--- config.mk ---
export PLATFORM = sky130hd
export DESIGN_NAME = lzc_normalize
export DESIGN_NICKNAME = d
export VERILOG_FILES = /design/src/rtl/lzc_normalize.sv
export SDC_FILE = /design/constraint.sdc
export NUM_CORES = 1
export LEC_CHECK = 0
export BUFFER_PORTS_ARGS = -buffer_cell sky130_fd_sc_hd__buf_4
export CAP_MARGIN = 20
export CORE_MARGIN = 10
export CORE_UTILIZATION = 45
export DETAILED_ROUTE_END_ITERATION = 8
export PLACE_DENSITY = 0.76
export SLEW_MARGIN = 20
export SYNTH_ARGS = -nofsm -noshare
export SYNTH_HDL_FRONTEND = slang
export SYNTH_SLANG_ARGS = --single-unit
--- constraint.sdc ---
create_clock -name clk -period 1.5 [get_ports clk]
set_input_delay 0.15 -clock clk [delete_from_list [all_inputs] [get_ports clk]]
set_output_delay 0.15 -clock clk [all_outputs]
set_load 0.03 [all_outputs]
--- src/rtl/lzc_normalize.sv ---
// lzc_normalize: two-stage pipelined leading-zero count and left-normalize; valid/ready in_* mantissa in, out_data/out_shift/out_zero out
module lzc_normalize #(
  parameter int DATA_WIDTH = 16,
  parameter int COUNT_WIDTH = 5
) (
  input  logic                   clk,
  input  logic                   rst,
  input  logic                   in_valid,
  output logic                   in_ready,
  input  logic [DATA_WIDTH-1:0]  in_data,
  output logic                   out_valid,
  input  logic                   out_ready,
  output logic [DATA_WIDTH-1:0]  out_data,
  output logic [COUNT_WIDTH-1:0] out_shift,
  output logic                   out_zero
);
  logic                   s1_valid;
  logic                   s2_valid;
  logic                   s1_advance;
  logic [DATA_WIDTH-1:0]  s1_data;
  logic [COUNT_WIDTH-1:0] s1_lz;
  logic [COUNT_WIDTH-1:0] lz;
  assign s1_advance = !s2_valid || out_ready;
  assign in_ready   = !s1_valid || s1_advance;
  assign out_valid  = s2_valid;
  always_comb begin
    lz = COUNT_WIDTH'(DATA_WIDTH);
    for (int i = 0; i < DATA_WIDTH; i++)
      if (in_data[i]) lz = COUNT_WIDTH'(DATA_WIDTH - 1 - i);
  end
  always_ff @(posedge clk)
    if (rst) begin
      s1_valid  <= 1'b0;
      s2_valid  <= 1'b0;
      s1_data   <= '0;
      s1_lz     <= '0;
      out_data  <= '0;
      out_shift <= '0;
      out_zero  <= 1'b0;
    end else begin
      if (in_ready) begin
        s1_valid <= in_valid;
        if (in_valid) begin
          s1_data <= in_data;
          s1_lz   <= lz;
        end
      end
      if (s1_advance) begin
        s2_valid <= s1_valid;
        if (s1_valid) begin
          out_data  <= s1_data << s1_lz;
          out_shift <= s1_lz;
          out_zero  <= s1_data == '0;
        end
      end
    end
endmodule

==> results.json <==
{
  "synthCells": 276,
  "path_class": "flip-flop to flip-flop",
  "grt_pass1_vias": 2253,
  "antenna_found_initial": 0,
  "diodes": 0,
  "slew_violations": 0,
  "routedWlPerCell_um": 16.3,
  "cts_buffers": 5,
  "met3_length_um": 376,
  "drt-total-wl_mm": 6.83,
  "drv_cap": 0,
  "cpMaxStageDelayCell": "mux4_2",
  "cp_slowest_stage_delay_ps": 550,
  "worst_pin_slew_ps": 470,
  "io_pins": 44,
  "clk_pin_slew_ps": 80,
  "slew_headroom_pct": 68.4,
  "port-buffer-count": 43,
  "nFillCells": 449,
  "ys_warn_count": 0,
  "ys_seq_area_share_pct": 38.3,
  "path_cells": "mux4_2 > o21a_1 > a22oi_2 > o21ai_1",
  "viasPerCell": 5.60,
  "register_area_um2": 912,
  "cts-root-buf": "clkbuf_8",
  "p_per_area_nw_per_um2": 787,
  "skew_ps": 3.83,
  "vias": 2345,
  "fin_util_pct": 62.5,
  "worstPathRequired_ps": 1680,
  "yosysTopAreaCell": "dfxtp_1",
  "finalCritPeriodShare_pct": 104,
  "cts-htree-levels": 2,
  "path_max_fanout": 4,
  "core_um2": 5110,
  "period_needed_ps": 1570,
  "drtAntennaViolNets": 0,
  "dieWidth_um": 92.3,
  "r2r_slack_ps": -70,
  "fin_ws_ps": -66.9,
  "routabilityCongestion": 0.948,
  "postCtsHoldBufs": 0,
  "synth_cell_type_count": 40,
  "violations": "negative setup slack",
  "clk_path_buf_depth": 2,
  "rsz0062_at_grt": "yes",
  "topRoutingLayerUsed": "met4",
  "hold_end": "s1_valid",
  "status": "finished with violations",
  "r2r-start": "s1_lz[1]",
  "grt.overflow.total": 0,
  "cts_sinks": 45,
  "p_clk_share_pct": 28.5,
  "min_from": "in_valid",
  "synth_top_area_share_pct": 38.3,
  "worstPathArrival_ps": 1750,
  "syn-cell-area_um2": 2350,
  "ys_ff_latch": 45,
  "seqPwrFrac_pct": 51.0,
  "grt_max_degree": 20,
  "first_pass_iters": 4,
  "setup_viol": 8,
  "postSynthAreaPerCell_um2": 8.53,
  "initial_core_util_pct": 46.1,
  "drc": 0,
  "dr_wl_met2_mm": 3.23,
  "die_h_um": 92.3,
  "cp-end-kind": "flip-flop",
  "fin_total_pwr_mw": 2.51,
  "ir_worst_vdd_mv": 0.461,
  "multi_input_area_um2": 1420,
  "nets": 368,
  "synth_area_leaders": "dfxtp_1 38%, mux2i_1 8.9%, nand2_1 7.8%",
  "path_delay_family": "multiplexers",
  "fmax_ghz": 0.638,
  "grt_pass1_wl_mm": 11.0,
  "min_path_cells": 3,
  "cts_tree": "built",
  "internal_power_mw": 1.81,
  "rows": 26,
  "hold_path_class": "primary input to flip-flop",
  "syn2layout_area_growth_pct": 35.7,
  "r2r-end": "out_data[14]",
  "grt_usage_pct": 15.5,
  "reg2reg_depth": 4,
  "netSwitchingFraction_pct": 27.9,
  "drive_above_1_share_pct": 33.8,
  "syn_nets": 296,
  "p_sw_uw": 702,
  "drt_iter0_drc": 112,
  "wl_met1_mm": 3.04,
  "setup.worst_path.start_class": "flip-flop",
  "hold_viol_final": 0,
  "critPathBufInv": 0,
  "insertion_delay_ps": 300,
  "pwr-share-comb_pct": 20.5,
  "die-area_um2": 8530,
  "hpwlAfterDp_mm": 5.12,
  "p_leak_nw": 1.21
}
==> worst register-to-register path, stage by stage, from the launching register on <==
cell and delay (ps):
dfxtp_4 390, mux4_2 550, o21a_1 250, a22oi_2 170, o21ai_1 80
==> metal layers <==
| layer | track usage, % | vias to the layer above |
|---|---|---|
| met5 | 0 | - |
| li1 | - | 1156 |
| met2 | 25.6 | 75 |
| met3 | 4.28 | 14 |
| met4 | 5.27 | 0 |
| met1 | 19.0 | 1100 |
==> sequential cells by signal (all words and copies together) (netlist names) <==
name       flops
out_shift      5
s1_data       16
s1_valid       1
out_zero       1
out_valid      1
s1_lz          5
out_data      16
==> cells by family after synthesis <==
group	after synthesis	share of synthesized area (%)
buffers and inverters	26	4.89
AND/OR/NAND/NOR	104	20.4
AO/OA/AOI/OAI	70	18.2
flip-flops	45	38.3
multiplexers	31	18.3
==> Yosys cell counts <==
library cell  count
a211o_1           1
a21oi_1          32
a221oi_1          1
a22oi_1          13
a31o_1            1
a32oi_1           2
and2_1            2
and3_1            1
buf_2             5
buf_4             1
buf_6             1
clkbuf_1         13
dfxtp_1          45
inv_1             6
mux2_2            1
mux2i_1          21
mux4_1            2
mux4_2            7
nand2_1          49
nand2b_1          4
nand3_1           2
nand3b_1          4
nand4_1           1
nand4b_1          1
nor2_1           20
nor3_1            7
nor3b_1           1
nor4_1            9
o211ai_1          1
o21a_1            2
o21ai_0           3
o21ai_1           7
o21bai_1          1
o221ai_1          2
o22ai_1           2
o31a_1            1
o31ai_1           1
or2_1             1
or3b_1            1
or4_1             1
==> metrics by stage <==
step / instances / setup TNS [ps] / hold slack (ps) / worst slack (ps) / area [µm²]
final: 419 / -169 / 101 / -66.9 / 3190
after detailed placement: 405 / -708 / 407 / -99.3 / 2960
after global placement: 405 / -305 / 404 / -74.1 / 2960
after floorplan: 276 / -65.7 / 279 / -65.7 / 2400
after CTS: 416 / -86.9 / 98.4 / -34.8 / 3090
after global routing: 419 / -799 / 101 / -152 / 3190
==> layout make-up <==
| class | instances | area share, % |
|---|---|---|
| clock buffers | 8 | 2.51 |
| inverters | 6 | 0.705 |
| multi-input cells | 205 | 44.5 |
| flip-flops and latches | 45 | 28.6 |
| well taps | 70 | 2.74 |
| repair buffers | 85 | 21.0 |
==> worst max path at each step <==
stage | start | endpoint | slack, ps | cells after the start
final | s1_lz[1] | out_data[14] | -70 | 4
after global placement | s1_lz[2] | out_data[0] | -70 | 4
after detailed placement | s1_lz[1] | out_data[14] | -100 | 4
after floorplan | s1_lz[0] | out_data[0] | -70 | 5
after global routing | s1_lz[1] | out_data[11] | -150 | 6
after CTS | s1_lz[2] | out_data[0] | -30 | 4
==> power groups by stage <==
stage                     sequential [mW]  combinational (mW)  clock [mW]
after CTS                            1.28               0.490       0.726
after floorplan                      1.33               0.259           0
after global routing                 1.29               0.556       0.771
after global placement               1.31               0.473           0
after detailed placement             1.31               0.480           0
final                                1.28               0.514       0.717
==> placed cells by master (no fill, tap or decap), types with 5 or more instances in the layout <==
| cell | n |
|---|---|
| inv_1 | 6 |
| nand2_1 | 47 |
| nor4_1 | 7 |
| mux2i_1 | 16 |
| a21oi_1 | 32 |
| buf_6 | 5 |
| nor2_1 | 20 |
| buf_4 | 79 |
| clkbuf_8 | 5 |
| a22oi_1 | 11 |
| mux4_2 | 7 |
| nor3_1 | 5 |
| dfxtp_1 | 42 |
| o21ai_1 | 6 |
==> what timing repair did <==
action / CTS / global route
buffers inserted: 3 / 3
resized for setup: 8 / 18
hold endpoints to repair: 0 / 0
pin swaps: 4 / 8
setup endpoints to repair: 12 / 16
No activity file was read; power rests on OpenSTA's default activity.
